<file path="src/rtl/scl_clk_gen.sv">
// rtl/scl_clk_gen.sv - programmable glitch-free serial bus clock generator
//
// Divides clk into a 50%-duty serial clock (standard / fast preset or custom
// half-period), with register access, edge strobes and SCL stretch hold.
//
// Ports:
//   clk, rst              system clock, synchronous active-high reset
//   write, read           register strobes
//   address, writedata    register address (7b) and write data (8b)
//   readdata              registered read data
//   scl_in                sensed bus SCL (asynchronous)
//   clk_out               generated serial clock
//   rise_tick, fall_tick  1-cycle strobes coincident with clk_out edges
//   active                generator running
module scl_clk_gen #(
  parameter int CLK_FREQ_KHZ = 50000,
  parameter int STD_KHZ      = 100,
  parameter int FAST_KHZ     = 400,
  parameter int CNT_W        = 16
) (
  input  logic       clk,
  input  logic       rst,
  input  logic       write,
  input  logic       read,
  input  logic [6:0] address,
  input  logic [7:0] writedata,
  output logic [7:0] readdata,
  input  logic       scl_in,
  output logic       clk_out,
  output logic       rise_tick,
  output logic       fall_tick,
  output logic       active
);

  localparam int T_STD_I  = CLK_FREQ_KHZ / (2 * STD_KHZ) - 1;
  localparam int T_FAST_I = CLK_FREQ_KHZ / (2 * FAST_KHZ) - 1;
  localparam logic [CNT_W-1:0] T_STD  = T_STD_I[CNT_W-1:0];
  localparam logic [CNT_W-1:0] T_FAST = T_FAST_I[CNT_W-1:0];
  localparam logic [CNT_W-1:0] ONE    = 1;
  localparam logic [CNT_W-1:0] TWO    = 2;

  localparam logic [0:0] S_IDLE = 1'b0;
  localparam logic [0:0] S_RUN  = 1'b1;

  logic [3:0]       ctrl_q, ctrl_d;
  logic [7:0]       div_lo_q, div_lo_d;
  logic [7:0]       div_hi_q, div_hi_d;
  logic [7:0]       readdata_q, readdata_d;
  logic [0:0]       state_q, state_d;
  logic [CNT_W-1:0] cnt_q, cnt_d;
  logic [CNT_W-1:0] t_act_q, t_act_d;
  logic             clk_out_q, clk_out_d;
  logic             rise_q, rise_d;
  logic             fall_q, fall_d;
  logic             scl_s1_q, scl_s2_q;

  logic [15:0]      div_full;
  logic [CNT_W-1:0] n_cust;
  logic [CNT_W-1:0] t_cust;
  logic [CNT_W-1:0] t_sel;
  logic             hold;

  // Register file
  always_comb begin
    ctrl_d   = ctrl_q;
    div_lo_d = div_lo_q;
    div_hi_d = div_hi_q;
    if (write) begin
      case (address)
        7'd0:    ctrl_d   = writedata[3:0];
        7'd1:    div_lo_d = writedata;
        7'd2:    div_hi_d = writedata;
        default: ;
      endcase
    end
  end

  always_comb begin
    readdata_d = readdata_q;
    if (read) begin
      case (address)
        7'd0:    readdata_d = {4'b0000, ctrl_q};
        7'd1:    readdata_d = div_lo_q;
        7'd2:    readdata_d = div_hi_q;
        default: readdata_d = 8'h00;
      endcase
    end
  end

  // Terminal selection looks at the post-write register values so that a
  // write landing on a boundary edge already governs the next half-period.
  always_comb begin
    div_full = {div_hi_d, div_lo_d};
    n_cust   = div_full[CNT_W-1:0];
    t_cust   = (n_cust < TWO) ? ONE : (n_cust - ONE);
    case (ctrl_d[2:1])
      2'b00:   t_sel = T_STD;
      2'b01:   t_sel = T_FAST;
      default: t_sel = t_cust;
    endcase
  end

  // A slave holding SCL low during our high phase freezes the count.
  assign hold = ctrl_q[3] && (state_q == S_RUN) && clk_out_q && !scl_s2_q;

  always_comb begin
    state_d   = state_q;
    cnt_d     = cnt_q;
    t_act_d   = t_act_q;
    clk_out_d = clk_out_q;
    rise_d    = 1'b0;
    fall_d    = 1'b0;
    case (state_q)
      S_IDLE: begin
        cnt_d     = '0;
        clk_out_d = 1'b1;
        if (ctrl_d[0]) begin
          state_d = S_RUN;
          t_act_d = t_sel;
        end
      end
      default: begin
        if (!ctrl_d[0]) begin
          state_d   = S_IDLE;
          cnt_d     = '0;
          clk_out_d = 1'b1;
          rise_d    = !clk_out_q;
        end else if (hold) begin
          cnt_d = cnt_q;
        end else if (cnt_q == t_act_q) begin
          cnt_d     = '0;
          clk_out_d = !clk_out_q;
          rise_d    = !clk_out_q;
          fall_d    = clk_out_q;
          t_act_d   = t_sel;
        end else begin
          cnt_d = cnt_q + ONE;
        end
      end
    endcase
  end

  always_ff @(posedge clk) begin
    if (rst) begin
      ctrl_q     <= '0;
      div_lo_q   <= '0;
      div_hi_q   <= '0;
      readdata_q <= '0;
      state_q    <= S_IDLE;
      cnt_q      <= '0;
      t_act_q    <= '0;
      clk_out_q  <= 1'b1;
      rise_q     <= 1'b0;
      fall_q     <= 1'b0;
      scl_s1_q   <= 1'b1;
      scl_s2_q   <= 1'b1;
    end else begin
      ctrl_q     <= ctrl_d;
      div_lo_q   <= div_lo_d;
      div_hi_q   <= div_hi_d;
      readdata_q <= readdata_d;
      state_q    <= state_d;
      cnt_q      <= cnt_d;
      t_act_q    <= t_act_d;
      clk_out_q  <= clk_out_d;
      rise_q     <= rise_d;
      fall_q     <= fall_d;
      scl_s1_q   <= scl_in;
      scl_s2_q   <= scl_s1_q;
    end
  end

  assign readdata  = readdata_q;
  assign clk_out   = clk_out_q;
  assign rise_tick = rise_q;
  assign fall_tick = fall_q;
  assign active    = (state_q == S_RUN);

endmodule

</file>
<file path="config.mk">
export PLATFORM = sky130hd
export DESIGN_NAME = scl_clk_gen
export DESIGN_NICKNAME = d
export VERILOG_FILES = /design/src/rtl/scl_clk_gen.sv
export SDC_FILE = /design/constraint.sdc
export NUM_CORES = 1
export LEC_CHECK = 0
export ABC_AREA = 1
export BUFFER_PORTS_ARGS = -buffer_cell sky130_fd_sc_hd__buf_2
export CAP_MARGIN = 20
export CORE_MARGIN = 3
export CORE_UTILIZATION = 40
export DETAILED_ROUTE_END_ITERATION = 12
export SLEW_MARGIN = 20
export SYNTH_ARGS = -nofsm -noshare
export SYNTH_HDL_FRONTEND = slang
export SYNTH_SLANG_ARGS = --single-unit
</file>
<file path="constraint.sdc">
create_clock -name clk -period 2.14 [get_ports clk]
set_input_delay 0.428 -clock clk [delete_from_list [all_inputs] [get_ports clk]]
set_output_delay 0.428 -clock clk [all_outputs]
set_load 0.1 [all_outputs]
</file>
# [Word-level counts from Yosys, hierarchy flattened]
# Index checks and enable logic that the tools add are counted.
# Widths: inputs -> output; s select.
[classes] n_addsub=2 order_cmp=1 n_eq_ne=6 mux=19 n_bitwise=4 n_reduce_logical=13
[op_table] cell="$mux 16" n=7
[op_table] cell="$mux 8" n=4
[op_table] cell="$pmux 16 s2" n=1
[op_table] cell="$pmux 8 s3" n=1
[op_table] cell="$add 16x1->16 const B" n=1
[op_table] cell="$eq 16x16->1" n=1
[op_table] cell="$lt 16x2->1 const B" n=1
[op_table] cell="$sub 16x1->16 const B" n=1
[op_table] cell="$eq 7x1->1 const B" n=1
[op_table] cell="$eq 7x2->1 const B" n=1
[op_table] cell="$logic_not 7->1" n=1
[op_table] cell="$mux 3" n=2
[op_table] cell="$reduce_or 5->1" n=1
[op_table] cell="$mux 1" n=4
[op_table] cell="$not 1->1" n=4
[op_table] cell="$reduce_and 2->1" n=2
[op_table] cell="$logic_and 1x1->1" n=3
[op_table] cell="$reduce_and 3->1" n=1
[op_table] cell="$reduce_or 3->1" n=1
[op_table] cell="$eq 2x1->1 const B" n=1
[op_table] cell="$logic_not 1->1" n=2
[op_table] cell="$logic_not 2->1" n=1
[op_table] cell="$ne 2x1->1 const B" n=1
[op_table] cell="$ne 2x2->1 const B" n=1
[op_table] cell="$reduce_or 2->1" n=1
[totals] reg_bits=66 in_bits=20 output_inout_bits=12 wordCells=58

# [Depth between registers and ports, before layout]
# Gate-level depths: netlist (run 1).
[depth] ltp_word=10 depth_mapped=16 mapped_depth_nobuf=16

# [Worst setup path after synthesis (run 1)]
# OpenSTA, ideal clock, no wires.
[synth_timing] path_type="reg2reg" startpoint="register clk_out_q, in the netlist clk_out" endpoint="register cnt_q[15]" setup_time_ns=0.113 arrival_time_ns=2.210 t_required_ns=2.027 path_slack_ns=-0.183 stages_incl_launch_ff=12 path_buffers=0 synth_period_minus_slack_ns=2.323 path_cell_list="dfxtp_1 inv_1 nor3_2 nor2_1 nand3b_1 nor2_1 nand3_1 nor2_1 nand3_1 nor2_1 nor2_1 nor2_1"
[synth_between] elab_chain_len=2
[synth_rtl] item="start: declaration" line="52" text="logic clk_out_q, clk_out_d;"
[synth_rtl] item="start signal: assignment" line="165" text="clk_out_q <= clk_out_d;"
[synth_rtl] item="$logic_and 1x1->1 (2 in series)" line="104" text="assign hold = ctrl_q[3] && (state_q == S_RUN) && clk_out_q && !scl_s2_q;"
[synth_rtl] item="end signal: assignment" line="163" text="cnt_q <= cnt_d;"
[synth_rtl] item="end: declaration" line="50" text="logic [CNT_W-1:0] cnt_q, cnt_d;"
# No other way between the ends.
# A chain may end at the register's enable or synchronous reset.

# [Final worst setup path (run 1)]
[layout_timing] startpoint="register cnt_q[10]" endpoint="register t_act_q[2]"
[layout_between] elab_chain_len=3
[layout_rtl] item="$eq 16x16->1" line="130" text="end else if (cnt_q == t_act_q) begin"
[layout_rtl] item="$ne 2x1->1 (no source line)"
[layout_rtl] item="$reduce_and 3->1 (no source line)"
[layout_rtl] item="end signal: assignment" line="164" text="t_act_q <= t_act_d;"
[layout_rtl] item="end: declaration" line="51" text="logic [CNT_W-1:0] t_act_q, t_act_d;"
# No other way between the ends.

==> run metrics, run 1 <==
CTS root buffer clkbuf_8; Final Hold Fails 0; fin crit period 1.92 ns; Max VDD drop 238 uV; Pwr Density 561 nW/um2; status finished, final reports clean; final worst setup slack ~0.22 ns; Ys Warns 0; static leakage between 2 and 2.5 nW; GPL Wtd Cong 0.871; Worst-Margin Slew 0.504 ns; IO Pins 32; Post-CTS Hold Buffers 0; hold slack 0.255 ns; Post-Synthesis Cells 554; final setup vio count 0; vias in the first global route 3,372; placed insts 726; xor-xnor portion of the synthesized cell area 4.48%; Filler cells between 900 and 1,000; Yosys reg bits 65; met2 Track Usage GR 31.2%; Initial Util around two fifths; Final HPWL DP roughly 7300 um; Longest Clk Path Bufs 2; Synth top area share 35.0%; Die H 102 um; largest net degree at the start of global routing 42; synth unique cells 37; clk sinks 65; RSZ-0062 raised after global routing false; non-filler cells, final 742; DR vias/cell 4.86; top post-synthesis cells by count nand2_1 (142), nor2_1 (80), dfxtp_1 (65), inv_1 (64), nand3_1 (39); Num CTS Buffers 9; Async SR Flop Fraction 0%; Post-Synth Adder-Cell Area 0.673%; worst setup path end t_act_q[2]; grt met1 use 25.2%; syn_nets 576; layout cell share with drive strength beyond 1 22.6%; area delta synth->final 22.7%; worst skew pair latency 0.35 ns; row count 34; Post-Syn Area per Cell between 6 and 7 um2; Slew Limit Fails 0; Setup WS pre-CTS -0.104 ns; final wirelength 9270 um; r2r endpoint t_act_q[2]; crit path max fanout 6; Cell Area, Synth 3720 um2; Rel. slew slack ~66%; # diodes 0; grt total ovfl 0; DRC errors left 0; R2R cell count 10; crit path launch type flop; post-synthesis mux area share 0%; reg2reg start cnt_q[10]; Clock Skews 0.0112 ns; GR peak layer met2; kind of critical path flop to flop; Crit. Startpoint cnt_q[10]; Die ar. ~10,000 um2; CP arrival between 2 and 2.5 ns; Final period util 89.5%; cell with the most instances after synthesis nand2_1; main flop type after synthesis dfxtp_1; post-DR wirelength/cell 12.5 um; global-route track usage on met3 3.07%; type of the worst min-delay path input pin to flop; Max-Cap Viols 0; number of antenna-violating nets in the routed design 0; # port buffers 31; core area 8890 um2; Max Fclk around 520 MHz; Synth area leaders dfxtp_1 (35%), nand2_1 (14%), nor2_1 (8.1%); CTS tree built; die width slightly above 100 um; GRT Total Usage 19.2%; Detailed Route Iter0 Violations 193; H-tree depth 3; Clock Pin Slew Worst Setup and Hold Paths 0.08 ns; Reg2Reg Setup Slack 0.22 ns; initial antenna violation count 0; main combinational cell family by area after synthesis simple AND/OR/NAND/NOR gates; number of flops mapped to enable cells by yosys 0; sequential-to-total area share from yosys stat a little over a third; Layout Nets 651; Critical Path RT 2.42 ns; leading area contributor after synthesis dfxtp_1; Compound-Gate Fraction of Synth Area approximately a tenth; routed vias roughly 3,600; simple logic cell fraction of the synthesized area 39.9%; first-pass GRT wire length between 15,000 and 20,000 um; Pre-Repair DR Iteration Count 4; crit end category flop
## critical path, cell delays in order (launching register included)
cell     delay (ns)
dfxtp_1        0.44
xnor2_1        0.14
nand4_1        0.10
nor2_1         0.14
nand2_1        0.16
nand2_1        0.14
nand3_4        0.09
buf_4          0.15
a21oi_1        0.25
nand2_1        0.10
a21oi_1        0.12
## state kept, by name (all words and copies together), names as in the netlist
signal and flops:
clk_out 1, cnt_q 16, ctrl_q 4, div_hi_q 8
div_lo_q 8, fall_tick 1, readdata 8, rise_tick 1
scl_s1_q 1, scl_s2_q 1, t_act_q 16
## cell families (layout without fill, tap and decap cells)
kind of cell	count (synthesis)	count (layout)
XOR/XNOR	19	19
adder cells (fa/ha/maj)	2	2
buffers and inverters	88	168
flip-flops	65	65
AO/OA/AOI/OAI	67	67
AND/OR/NAND/NOR	313	313
## report_power, final
group	internal [mW]	switching, mW	total, mW
Sequential	1.21	0.00212	1.21
Clock	0.660	0.516	1.18
Combinational	0.0581	0.110	0.168
Total	1.93	0.627	2.56
## final cells by class
type	count	area, um2	share of cell area [%]
clock buffers	10	128	2.80
clock inverters	6	91.3	2.00
inverters	73	277	6.06
multi-input cells	401	2060	45.2
flip-flops and latches	65	1300	28.6
well taps	108	135	2.96
repair buffers	79	566	12.4
## per-layer routing
layer  share of wire [%]  vias up  wire, um
met5                   0        -         0
met4                 2.5        0       229
met3                 3.3       19       305
met2                  46       56      4250
met1                  48     1635      4490
li1                    -     1899         -
## per-stage QoR
stage,power (mW),cell area (um2),utilization [%],TNS (ns)
final,2.56,4560,51.3,0
after global routing,2.64,4560,51.3,0
after CTS,2.58,4550,51.2,0
after detailed placement,1.41,4330,48.7,-0.569
after global placement,1.41,4330,48.7,-0.224
after floorplan,1.34,3720,-,0
## placed cells by master (no fill, tap or decap), drive strengths merged
| cell type | synthesis | final |
|---|---|---|
| a2111oi | 1 | 1 |
| a221oi | 1 | 1 |
| o21ai | 23 | 23 |
| o22ai | 6 | 6 |
| or2 | 2 | 2 |
| nor3 | 9 | 9 |
| nor2 | 93 | 93 |
| clkinvlp | 0 | 3 |
| nand3b | 2 | 2 |
| and3 | 1 | 1 |
| xnor2 | 14 | 14 |
| ha | 2 | 2 |
| nand4 | 6 | 6 |
| nand3 | 48 | 48 |
| a21oi | 30 | 30 |
| nor2b | 1 | 1 |
| o31ai | 1 | 1 |
| clkbuf | 7 | 10 |
| nand2 | 151 | 151 |
| a31oi | 1 | 1 |
| o21a | 2 | 2 |
| bufinv | 0 | 2 |
| buf | 8 | 79 |
| o221ai | 2 | 2 |
| xor2 | 5 | 5 |
| dfxtp | 65 | 65 |
| inv | 73 | 74 |
## worst min path at each step
stage | start | to | cells after the start
after floorplan | scl_s1_q | scl_s2_q | 1
after global placement | scl_s1_q | scl_s2_q | 1
after detailed placement | scl_s1_q | scl_s2_q | 1
after CTS | scl_in | scl_s1_q | 2
after global routing | scl_in | scl_s1_q | 2
final | scl_in | scl_s1_q | 2
## timing repair
| action | 4_1_cts | 5_1_grt |
|---|---|---|
| setup buffers | 0 | 0 |
| resized for setup | 0 | 4 |
| endpoints found under the setup margin | 0 | 3 |
Power figures use the tool's default switching activity.
==> run 2: changes to the inputs <==
- CAP_MARGIN: 20 -> 40
- PLACE_DENSITY: unset -> 0.7
- TNS_END_PERCENT: unset -> 20
==> run metrics, run 2 (synthesized netlist as in run 1, its figures left out) <==
sw power 0.599 mW; Crit. Startpoint cnt_q[0]; row count 34; Pre-Repair DR Iteration Count 4; CTS tree built; H-tree depth 3; commonest non-fill, non-tap cell in the layout nand2_1; reg2reg start cnt_q[0]; fin crit period 1.91 ns; post-DR wirelength/cell approximately 13 um; CP arrival ~2.2 ns; final setup vio count 0; top sig layer met4; CTS root buffer clkbuf_8; die width 102 um; IO Pins 32; Longest Clk Path Bufs 2; initial antenna violation count 0; routed vias 3,561; R2R cell count 11; vias in the first global route about 3,400; Max Fclk 523 MHz; Filler cells 888; layout cell share with drive strength beyond 1 21.8%; Gate power share 6.7%; grt total ovfl 0; CP Cell Sequence nand3_1, nor2_1, nand3b_1, nor2_2, nand3_1, nor2_1, nand3_1, nor2_1, nand2_1, nand2_1, nor2_1; cell internal pwr 1.84 mW; CP max stage cell dfxtp_1; worst skew pair latency 0.35 ns; multi-input logic area 2060 um2; Final period util 89.4%; Layout Nets 645; static leakage between 2 and 2.5 nW; Reg power frac 49.9%; Pwr Density 546 nW/um2; DRC errors left 0; clk sinks 65; Post-CTS Resized 0; GPL Wtd Cong 0.910; most frequent cell on the critical path nor2_1; first-pass GRT wire length 15,800 um; commonest cells after routing, fill and taps aside nand2_1 (142), nor2_1 (79), inv_1 (64); final core occ 50.1%; Reg2Reg Setup Slack 0.23 ns; Rel. slew slack 62.0%; Num CTS Buffers 9; status finished, final reports clean; postcts setup bufs 0; Clock Pin Slew Worst Setup and Hold Paths 0.07 ns; Max VDD drop 331 uV; Critical Path RT 2.39 ns; area delta synth->final 19.9%; kind of critical path flop to flop; GRT Total Usage 19.3%; met3 wire length 489 um; Die ar. 10,500 um2; worst setup path end cnt_q[15]; RSZ-0062 raised after global routing false; Post-CTS Hold Buffers 0; Max-Cap Viols 0; final wirelength 9380 um; Worst-Margin Slew 0.567 ns; Final HPWL DP 7290 um; slowest stage delay, CP 0.41 ns; Clock Skews 0.00589 ns; # diodes 0; number of antenna-violating nets in the routed design 0; largest net degree at the start of global routing 42; Regs by FF count cnt_q: 16 flops, t_act_q: 16 flops; Die H between 100 and 150 um; Initial Util 41.8%; hold slack roughly 0.26 ns; met2 WL post-DR 4310 um; clock network power share 43.3%; # port buffers 31; crit path launch type flop; Final Hold Fails 0; M1 WL 4470 um; DR vias/cell ~4.8; core area 8890 um2; Net Sw Frac between 20% and 30%; crit path max fanout 4; r2r endpoint cnt_q[15]; Sequential cell area between 1000 and 1500 um2; type of the worst min-delay path input pin to flop; crit end category flop; Detailed Route Iter0 Violations 207; Slew Limit Fails 0
-- run 2: cell types whose count changed in the layout (fill, tap and decap cells not counted), sizes merged --
| cell | change |
|---|---|
| clkinvlp | -1 |
| buf | -6 |
| inv | -2 |
| bufinv | -1 |
| clkbuf | +1 |
| clkinv | +3 |
-- run 2: worst min path at each step --
| stage | slack, ns | start | endpoint | cells after the start |
|---|---|---|---|---|
| 2_1_floorplan | 0.39 | scl_s1_q | scl_s2_q | 1 |
| 3_5_place_dp | 0.40 | scl_s1_q | scl_s2_q | 1 |
| 5_1_grt | 0.25 | scl_in | scl_s1_q | 2 |
| 4_1_cts | 0.25 | scl_in | scl_s1_q | 2 |
| 6_report | 0.26 | scl_in | scl_s1_q | 2 |
| 3_3_place_gp | 0.41 | scl_s1_q | scl_s2_q | 1 |
-- run 2: final cells by class --
cell class | count | share of cell area (%)
clock inverter | 5 | 1.24
tap | 108 | 3.03
clock buffer | 11 | 3.17
sequential | 65 | 29.3
inverter | 73 | 6.18
multi-input combinational | 401 | 46.3
timing repair buffer | 73 | 10.8
-- run 2: critical path, delay by kind of cell (launching register included) --
kind	cells	cell delay (ns)
simple gates	11	1.41
flops	1	0.41
-- run 2: power by group through the flow --
stage	sequential (mW)	combinational [mW]	clock, mW
after detailed placement	1.24	0.162	0
after CTS	1.22	0.162	1.07
after global placement	1.24	0.158	0
after floorplan	1.24	0.0996	0
final	1.22	0.164	1.05
after global routing	1.22	0.183	1.14
-- run 2: metrics by stage --
step	setup TNS (ns)	cells	cell area (um2)	setup WS [ns]	power (mW)
6_report	0	736	4460	0.228	2.43
2_1_floorplan	0	554	3720	0.0969	1.34
5_1_grt	0	736	4460	0.00539	2.54
3_5_place_dp	-1.33	720	4250	-0.179	1.40
3_3_place_gp	-0.600	720	4250	-0.0963	1.40
4_1_cts	0	736	4450	0.170	2.45
-- run 2: routing by layer --
layer  up-vias  global-route usage, %
met4         0                   4.74
li1       1885                      -
met2        60                   31.6
met5         -                      0
met1      1605                   25.4
met3        11                   5.19
==> run 3: changes to the inputs <==
- CORE_MARGIN: 3 -> 1
- GPL_TIMING_DRIVEN: unset -> 0
==> run metrics, run 3 (synthesized netlist as in run 1, its figures left out) <==
status finished, final reports clean; first-pass GRT wire length 16,100 um; number of antenna-violating nets in the routed design 0; CP Buf/Inv Count 5; crit path max fanout 10; GRT Total Usage 21.1%; Slew Limit Fails 0; fin crit period 1.96 ns; Die H between 90 and 100 um; RSZ-0062 raised after global routing true; # port buffers 28; Layout Nets ~620; setup TNS 0 ns; type of the worst min-delay path input pin to flop; HP Start scl_in; core area 8850 um2; H-tree depth 3; # diodes 0; hold slack 0.266 ns; CP delay by family, top simple AND/OR/NAND/NOR gates; Regs by FF count cnt_q: 16 flops, t_act_q: 16 flops; Initial Util 42.0%; CP max stage cell o21ai_4; IO Pins 32; commonest non-fill, non-tap cell in the layout nand2_1; worst skew pair latency 0.35 ns; Num CTS Buffers 9; multi-input logic area 2120 um2; CTS root buffer clkbuf_8; Final period util around nine tenths; die width 98.4 um; Max VDD drop 346 uV; Longest Clk Path Bufs 2; Max Fclk 509 MHz; static leakage 1.94 nW; Detailed Route Iter0 Violations about 250; grt total ovfl 0; commonest cells after routing, fill and taps aside nand2_1 (137), nor2_1 (78), inv_1 (64); Filler cells 929; largest net degree at the start of global routing 12; clk sinks 65; crit end category flop; GPL Wtd Cong 0.949; initial antenna violation count 0; slowest stage delay, CP 0.21 ns; Worst-Margin Slew 0.576 ns; reg2reg start cnt_q[1]; Post-CTS Hold Buffers 0; routed vias 3,595; Power, Total 2.43 mW; DR vias/cell approximately 5; Final HPWL DP 7120 um; CP Cell Sequence buf_2, inv_2, nand2_1, nor2_4, nand3_4, buf_6, o21ai_4, buf_4, inv_2, nor2_2, nand2_2, nor2_2, nand2_1, nand2_1, nor2_1, nor2_1, nor2_1; final worst setup slack 0.175 ns; final core occ 48.2%; DRC errors left 0; kind of critical path input pin to flop; post-DR wirelength/cell 13.3 um; Rel. slew slack 61.6%; Die ar. 9690 um2; area delta synth->final 14.8%; crit path launch type input pin; vias in the first global route 3,503; row count 34; Clock Pin Slew Worst Setup and Hold Paths 0.07 ns; Critical Path RT 2.36 ns; final setup vio count 0; Crit. Startpoint address[5]; Pwr Density 569 nW/um2; CP arrival 2.18 ns; Pre-Repair DR Iteration Count 7; Final Hold Fails 0; CTS tree built; final wirelength 9380 um; Sequential cell area 1310 um2; Max-Cap Viols 0; layout cell share with drive strength beyond 1 18.7%; Clock Skews 0.00969 ns; Setup WS pre-CTS -0.256 ns
==> run 3: cell types whose count changed in the layout (fill, tap and decap cells not counted), moves of 2 or more <==
cell	previous run	this run
buf_6	0	3
dfxtp_1	63	61
dfxtp_2	2	4
nand2_1	142	137
nand2_2	5	10
clkbuf_1	1	8
buf_4	41	3
==> run 3: worst paths after layout <==
path	endpoint	slack (ns)	cells after the start
max	t_act_q[11]	0.18	17
min	scl_s1_q	0.27	2
max reg2reg	cnt_q[12]	0.19	10
min reg2reg	scl_s2_q	0.42	1
==> run 3: power breakdown <==
part	total, mW	internal [mW]	switching, mW
clock network	1.05	0.566	0.488
registers	1.22	1.21	0.00227
logic	0.160	0.0483	0.112
total	2.43	1.83	0.602
==> run 3: per-layer routing <==
layer / track usage [%] / share of wire (%) / wire, um
met1: 27.2 / 46 / 4280
met2: 34.5 / 46 / 4340
met3: 4.04 / 6.1 / 574
met4: 8.84 / 1.9 / 177
met5: 0 / 0 / 0
==> run 3: per-stage QoR <==
| step | cells | cell area [um2] |
|---|---|---|
| after floorplan | 554 | 3720 |
| after global placement | 690 | 4000 |
| after detailed placement | 690 | 4000 |
| after CTS | 706 | 4190 |
| after global routing | 707 | 4270 |
| final | 707 | 4270 |
==> run 3: layout make-up <==
type,count,share of cell area (%)
buffer,15,2.11
clock buffer,11,3.31
clock inverter,5,1.29
inverter,73,6.42
multi-input combinational,401,49.6
sequential,65,30.6
tap,108,3.17
timing repair buffer,29,3.46
==> run 3: timing repair <==
action                     in CTS  in global routing
setup endpoints to repair       0                 11
resized for setup               0                 17
buffers inserted                0                  1
